File: src/rtl/gfx_pkg.sv
// Shared constants and types for the text-cell display controller.
package gfx_pkg;

    localparam int CELL = 16;
    localparam int COLS = 16;
    localparam int ROWS = 2;

    localparam logic [6:0] CH_SPACE = 7'h20;
    localparam logic [6:0] CH_BS    = 7'h08;
    localparam logic [6:0] CH_LF    = 7'h0A;
    localparam logic [6:0] CH_FF    = 7'h0C;

    typedef enum logic {
        ST_IDLE,
        ST_CLEAR
    } state_e;

    function automatic logic is_printable(input logic [6:0] code);
        return (code >= 7'h20) && (code <= 7'h7E);
    endfunction

endpackage

File: src/rtl/text_buf.sv
// Character cell store: one synchronous write port, one synchronous read-before-write port.
module text_buf #(
    parameter int DEPTH = 32,
    parameter int AW    = $clog2(DEPTH)
) (
    input  logic          clk_i,
    input  logic          we_i,
    input  logic [AW-1:0] waddr_i,
    input  logic [6:0]    wdata_i,
    input  logic [AW-1:0] raddr_i,
    output logic [6:0]    rdata_o
);

    // NOTE: storage has no reset so it maps onto block RAM; the owner sweeps it clean after reset.
    logic [6:0] mem_q [DEPTH];

    // NOTE: non-blocking assignments make the same-cycle read return the pre-write contents.
    always_ff @(posedge clk_i) begin
        if (we_i) begin
            mem_q[waddr_i] <= wdata_i;
        end
        rdata_o <= mem_q[raddr_i];
    end

endmodule

File: src/rtl/text_cell_ctrl.sv
// Text-mode cell controller: accepts typed characters/editing codes into a cell buffer
// and serves glyph codes to the renderer with one cycle of latency.
module text_cell_ctrl
    import gfx_pkg::*;
#(
    parameter int COLS = gfx_pkg::COLS,
    parameter int ROWS = gfx_pkg::ROWS,
    parameter int CELL = gfx_pkg::CELL
) (
    input  logic        pix_clk,
    input  logic        rst,
    input  logic        wr_valid,
    output logic        wr_ready,
    input  logic [6:0]  wr_char,
    input  logic [11:0] i_x,
    input  logic [11:0] i_y,
    output logic [11:0] o_x,
    output logic [11:0] o_y,
    output logic [6:0]  character,
    output logic        full,
    output logic        busy
);

    localparam int NCELL   = COLS * ROWS;
    localparam int CUR_W   = $clog2(NCELL + 1);
    localparam int IDX_W   = $clog2(NCELL);
    localparam int CELL_SH = $clog2(CELL);
    localparam int COLS_SH = $clog2(COLS);

    localparam logic [CUR_W-1:0] CUR_FULL = CUR_W'(NCELL);
    localparam logic [CUR_W-1:0] LAST_ROW = CUR_W'(ROWS - 1);
    localparam logic [IDX_W-1:0] IDX_LAST = IDX_W'(NCELL - 1);
    localparam logic [12:0]      X_LIM    = 13'(COLS * CELL);
    localparam logic [12:0]      Y_LIM    = 13'(ROWS * CELL);

    state_e             state_q, state_d;
    logic [IDX_W-1:0]   sweep_q, sweep_d;
    logic [CUR_W-1:0]   cursor_q, cursor_d;
    logic [CUR_W-1:0]   cur_row;
    logic               vis_q;
    logic [11:0]        o_x_q, o_y_q;

    logic               buf_we;
    logic [IDX_W-1:0]   buf_waddr;
    logic [6:0]         buf_wdata;
    logic [IDX_W-1:0]   buf_raddr;
    logic [6:0]         buf_rdata;

    logic [11:0]        pix_col, pix_row, pix_idx;
    logic               in_area;

    assign cur_row = cursor_q >> COLS_SH;

    // NOTE: every always_comb output gets a default first so no path can infer a latch.
    always_comb begin
        state_d   = state_q;
        sweep_d   = sweep_q;
        cursor_d  = cursor_q;
        buf_we    = 1'b0;
        buf_waddr = cursor_q[IDX_W-1:0];
        buf_wdata = CH_SPACE;

        unique case (state_q)
            ST_CLEAR: begin
                buf_we    = 1'b1;
                buf_waddr = sweep_q;
                if (sweep_q == IDX_LAST) begin
                    state_d  = ST_IDLE;
                    sweep_d  = '0;
                    cursor_d = '0;
                end else begin
                    sweep_d = sweep_q + 1'b1;
                end
            end
            ST_IDLE: begin
                if (wr_valid) begin
                    if (is_printable(wr_char)) begin
                        if (cursor_q != CUR_FULL) begin
                            buf_we    = 1'b1;
                            buf_wdata = wr_char;
                            cursor_d  = cursor_q + 1'b1;
                        end
                    end else begin
                        case (wr_char)
                            CH_BS: begin
                                if (cursor_q != '0) begin
                                    cursor_d  = cursor_q - 1'b1;
                                    buf_we    = 1'b1;
                                    buf_waddr = cursor_d[IDX_W-1:0];
                                end
                            end
                            // A full cursor sits past the last row, so newline is a no-op there too.
                            CH_LF: begin
                                if (cur_row < LAST_ROW) begin
                                    cursor_d = (cur_row + 1'b1) << COLS_SH;
                                end
                            end
                            CH_FF: begin
                                state_d = ST_CLEAR;
                                sweep_d = '0;
                            end
                            default: ;
                        endcase
                    end
                end
            end
            default: state_d = ST_CLEAR;
        endcase
    end

    assign pix_col   = i_x >> CELL_SH;
    assign pix_row   = i_y >> CELL_SH;
    assign pix_idx   = (pix_row << COLS_SH) + pix_col;
    assign buf_raddr = pix_idx[IDX_W-1:0];
    assign in_area   = ({1'b0, i_x} < X_LIM) && ({1'b0, i_y} < Y_LIM);

    always_ff @(posedge pix_clk or posedge rst) begin
        if (rst) begin
            state_q  <= ST_CLEAR;
            sweep_q  <= '0;
            cursor_q <= '0;
            vis_q    <= 1'b0;
            o_x_q    <= '0;
            o_y_q    <= '0;
        end else begin
            state_q  <= state_d;
            sweep_q  <= sweep_d;
            cursor_q <= cursor_d;
            vis_q    <= in_area && (state_q == ST_IDLE);
            o_x_q    <= i_x;
            o_y_q    <= i_y;
        end
    end

    text_buf #(
        .DEPTH (NCELL),
        .AW    (IDX_W)
    ) u_buf (
        .clk_i   (pix_clk),
        .we_i    (buf_we),
        .waddr_i (buf_waddr),
        .wdata_i (buf_wdata),
        .raddr_i (buf_raddr),
        .rdata_o (buf_rdata)
    );

    // The glyph register is qualified by a visibility flag captured alongside o_x/o_y.
    assign character = (vis_q && !busy) ? buf_rdata : 7'h00;
    assign o_x       = o_x_q;
    assign o_y       = o_y_q;
    assign wr_ready  = (state_q == ST_IDLE);
    assign busy      = (state_q == ST_CLEAR);
    assign full      = (cursor_q == CUR_FULL);

endmodule

File: config.mk
export PLATFORM = sky130hd
export DESIGN_NAME = text_cell_ctrl
export DESIGN_NICKNAME = d
export VERILOG_FILES = /design/src/rtl/gfx_pkg.sv /design/src/rtl/text_buf.sv /design/src/rtl/text_cell_ctrl.sv
export SDC_FILE = /design/constraint.sdc
export NUM_CORES = 1
export LEC_CHECK = 0
export CAP_MARGIN = 10
export CELL_PAD_IN_SITES_DETAIL_PLACEMENT = 1
export CELL_PAD_IN_SITES_GLOBAL_PLACEMENT = 2
export CORE_ASPECT_RATIO = 0.9
export CORE_UTILIZATION = 40
export CTS_CLUSTER_DIAMETER = 150
export CTS_CLUSTER_SIZE = 10
export DETAILED_ROUTE_END_ITERATION = 10
export PLACE_DENSITY = 0.71
export SLEW_MARGIN = 10
export SYNTH_ARGS = -nofsm -noshare
export SYNTH_HDL_FRONTEND = slang
export SYNTH_HIERARCHICAL = 1
export SYNTH_SLANG_ARGS = --single-unit
File: constraint.sdc
create_clock -name pix_clk -period 5.55 [get_ports pix_clk]
set_clock_uncertainty 0.1 [all_clocks]
set_input_delay 1.11 -clock pix_clk [delete_from_list [all_inputs] [get_ports pix_clk]]
set_output_delay 1.11 -clock pix_clk [all_outputs]
set_load 0.01 [all_outputs]
==> summary.txt <==
Finish
  – Final nets: 689
  – Share of cells above drive strength 1: between 20% and 30%
  – Most common cell after layout, fill and taps aside: edfxtp_1
  – Number of fill cells: ~2500
  – Register area: 7794 um2
  – Multi-input logic area: 2754 um2
  – Most frequent cells in the layout: 224 x edfxtp_1, 70 x mux4_2, 65 x clkdlybuf4s50_1
  – Area Growth Syn to Fin: 18.92%
  – Final core utilization: 48.68%

Yosys
  – Yosys reg bits: ~270
  – Async SR Flop Fraction: 13.81%
  – Syn Inst Count: between 500 and 600
  – Net Count, Synth: 586
  – Synth area leaders: edfxtp_1 63%, mux4_2 15%, dfrtp_1 8.4%
  – Post-synth cell types: 58
  – Main synth FF type: edfxtp_1
  – Post-synthesis sequential area ratio: 72.65%
  – Mapped Area: ~11000 um2
  – Syn avg cell area: roughly 20 um2
  – Yosys top cell area share: 62.70%
  – EDFF count, synth: ~220
  – Cell taking the most area after synthesis: edfxtp_1
  – Yosys warns: 6

Timing
  – Max-slew headroom: 30.11%
  – Setup ws final: between 0.9 and 1 ns
  – RSZ-0062 raised after global routing: false
  – Hold Vio Cnt, Final: 0
  – Final TNS setup: 0 ns
  – Fraction of the cycle the final worst path needs: 83.15%
  – Crit path time final: 4.615 ns
  – Final setup fails: 0
  – Final hold slack: 0.4130 ns
  – Measured slew at the worst slew-check pin: 1.045 ns
  – Max Slew Vio Count: 0
  – FMAX: 216.7 MHz

Floorplanning
  – Die width: 174.6 um
  – Die ar.: 27480 um2
  – Die height: 157.4 um
  – Initial core utilization: 40.94%
  – Num ports: 68
  – Row cnt: between 50 and 60
  – CORE AREA: 26210 um2

Worst setup path
  – CP startpoint: wr_char[1]
  – Crit end category: register
  – R2R depth: 8
  – CP arrival: ~4.7 ns
  – Worst EP required: 5.62 ns
  – Setup Crit Path Kind: primary input to register
  – Reg-to-reg startpoint: cursor_q[0]$_DFFE_PP0P_
  – Startpoint class of the critical path: primary input
  – CP Max Fanout: 9

Detailed routing
  – Post-DRT Antenna Nets: 0
  – Detailed-route wire length per cell: 24.02 um
  – Drt pass-1 iters: 4
  – Total wire length: 24530 um
  – Via/cell ratio: around 5.4
  – Drt drc: 0
  – Routed vias: 5520
  – Initial DRC count: 411

Power
  – Logic pwr share: approximately 15%
  – Sw power: 1.261 mW
  – Flop pwr share: between 40% and 50%
  – Power Density: 390.3 nW/um2
  – Switching share of power: 25.32%
  – Cell Int Power: 3.718 mW
  – Peak supply drop: 0.2490 mV
  – Clock network fraction of total power: 35.8%
  – Pleak: 4.309 nW

Global route
  – First-pass GRT wire length: 37540 um
  – Initial antenna violation count: 1
  – Vias in the first global route: about 5900
  – GRT busiest layer: met2
  – M2 GR Usage: between 20 and 30%
  – Grt ovf: 0
  – GR met1 Demand/Resource: 26.70%
  – Largest net degree at the start of global routing: 38
  – GR Util met3: 3.478%
  – All-Layer GR Usage: 18.52%

Clock network
  – Cts hold-fix bufs: 0
  – Worst-Skew Late Latency: 0.54 ns
  – Clk buf depth: 3
  – TritonCTS buffer count: 30
  – Post_cts resized: 0
  – Worst-path clk slew: 0.06 ns
  – CTS tree: yes
  – CTS sink count: 268
  – Number of H-tree levels: 1
  – Setup Buffers After CTS: 0
  – Clock Tree Root: clkbuf_16

Placement
  – Detailed Place HPWL: 16280 um
  – Pre-CTS WS: 0.3525 ns
  – GPL Wtd Cong: 0.7857
  – I/O Buffers: 67

Min path
  – Min-delay src: sweep_q[3]$_DFFE_PP0P_
  – Depth of the worst hold-timing path: 1
  – Type of the worst min-delay path: register to register

Job
  – Max Cap Viol: 0

Outcome
  – Status: completed
-- registers in the layout (all words and copies together) (netlist names) --
name and count:
busy 1, vis_q 1, u_buf/rdata_o 7, sweep_q 5
cursor_q 6, o_x 12, u_buf/mem_q 224, o_y 12
-- power groups by stage --
stage	Clock [mW]	Sequential, mW	Combinational (mW)
after floorplan	0	2.45	0.480
final	1.78	2.46	0.737
after CTS	1.83	2.46	0.747
after detailed placement	0	2.50	0.744
after global placement	0	2.49	0.724
after global routing	1.90	2.47	0.806
-- synthesized netlist by cell type, drive strengths merged, types with 3 or more instances --
library cell / instances
nor4: 4
inv: 9
nor2b: 3
a21oi: 7
mux4: 70
and3: 5
and2: 14
edfxtp: 224
clkbuf: 9
dfxtp: 7
nand2: 13
mux2: 8
nand2b: 4
dfrtp: 36
mux2i: 6
o21ai: 9
or3b: 3
nand3: 11
nand3b: 7
a31oi: 3
nor2: 43
ha: 7
buf: 12
a22o: 3
-- cell families (layout without fill, tap and decap cells) --
kind of cell,after synthesis,count (layout),synth area share [%]
flip-flops,268,268,72.65
adder cells (fa/ha/maj),7,7,0.8164
AND/OR/NAND/NOR,118,118,6.205
multiplexers,84,84,16.13
XOR/XNOR,3,3,0.2450
buffers and inverters,31,158,1.749
AO/OA/AOI/OAI,34,34,2.204
other,0,1,0
-- layout make-up --
type,instances,share of cell area [%]
clock buffers,56,6.895
diodes,1,0.01962
flip-flops and latches,268,61.09
multi-input cells,246,21.59
inverters,9,0.2648
well taps,348,3.413
repair buffers,93,6.728
-- critical path: stages --
cell	delay [ns]
clkdlybuf4s50_1	0.55
or4b_2	0.71
nor2b_1	0.30
nand2_1	0.11
mux2i_1	0.14
a21oi_1	0.63
or3b_2	0.55
nor2_1	0.58
-- through the flow --
| step | std cells | power, mW | cell area [um2] |
|---|---|---|---|
| 5_1_grt | 1020 | 5.183 | 12750 |
| 3_5_place_dp | 964 | 3.243 | 11880 |
| 6_report | 1021 | 4.979 | 12760 |
| 4_1_cts | 1020 | 5.039 | 12750 |
| 3_3_place_gp | 964 | 3.215 | 11880 |
| 2_1_floorplan | 545 | 2.927 | 10730 |
-- metal layers --
| layer | wire (um) | part of all wire, % | vias up |
|---|---|---|---|
| met5 | 0 | 0 | - |
| met4 | 350 | 1.4 | 0 |
| met3 | 1256 | 5.1 | 34 |
| met2 | 11500 | 47 | 151 |
| met1 | 11420 | 47 | 2930 |
| li1 | - | - | 2405 |
-- path summary, 6_finish.rpt --
kind	endpoint	slack [ns]
worst min-delay path	sweep_q[3]$_DFFE_PP0P_	0.41
min in group asynchronous	o_x[2]$_DFF_PP0_	0.89
worst min register to register	sweep_q[3]$_DFFE_PP0P_	0.41
max in group asynchronous	busy$_DFF_PP1_	4.11
worst max register to register	u_buf/mem_q[18][5]$_DFFE_PP_	1.90
worst max-delay path	u_buf/mem_q[10][5]$_DFFE_PP_	0.94
No activity file was read; power rests on OpenSTA's default activity.
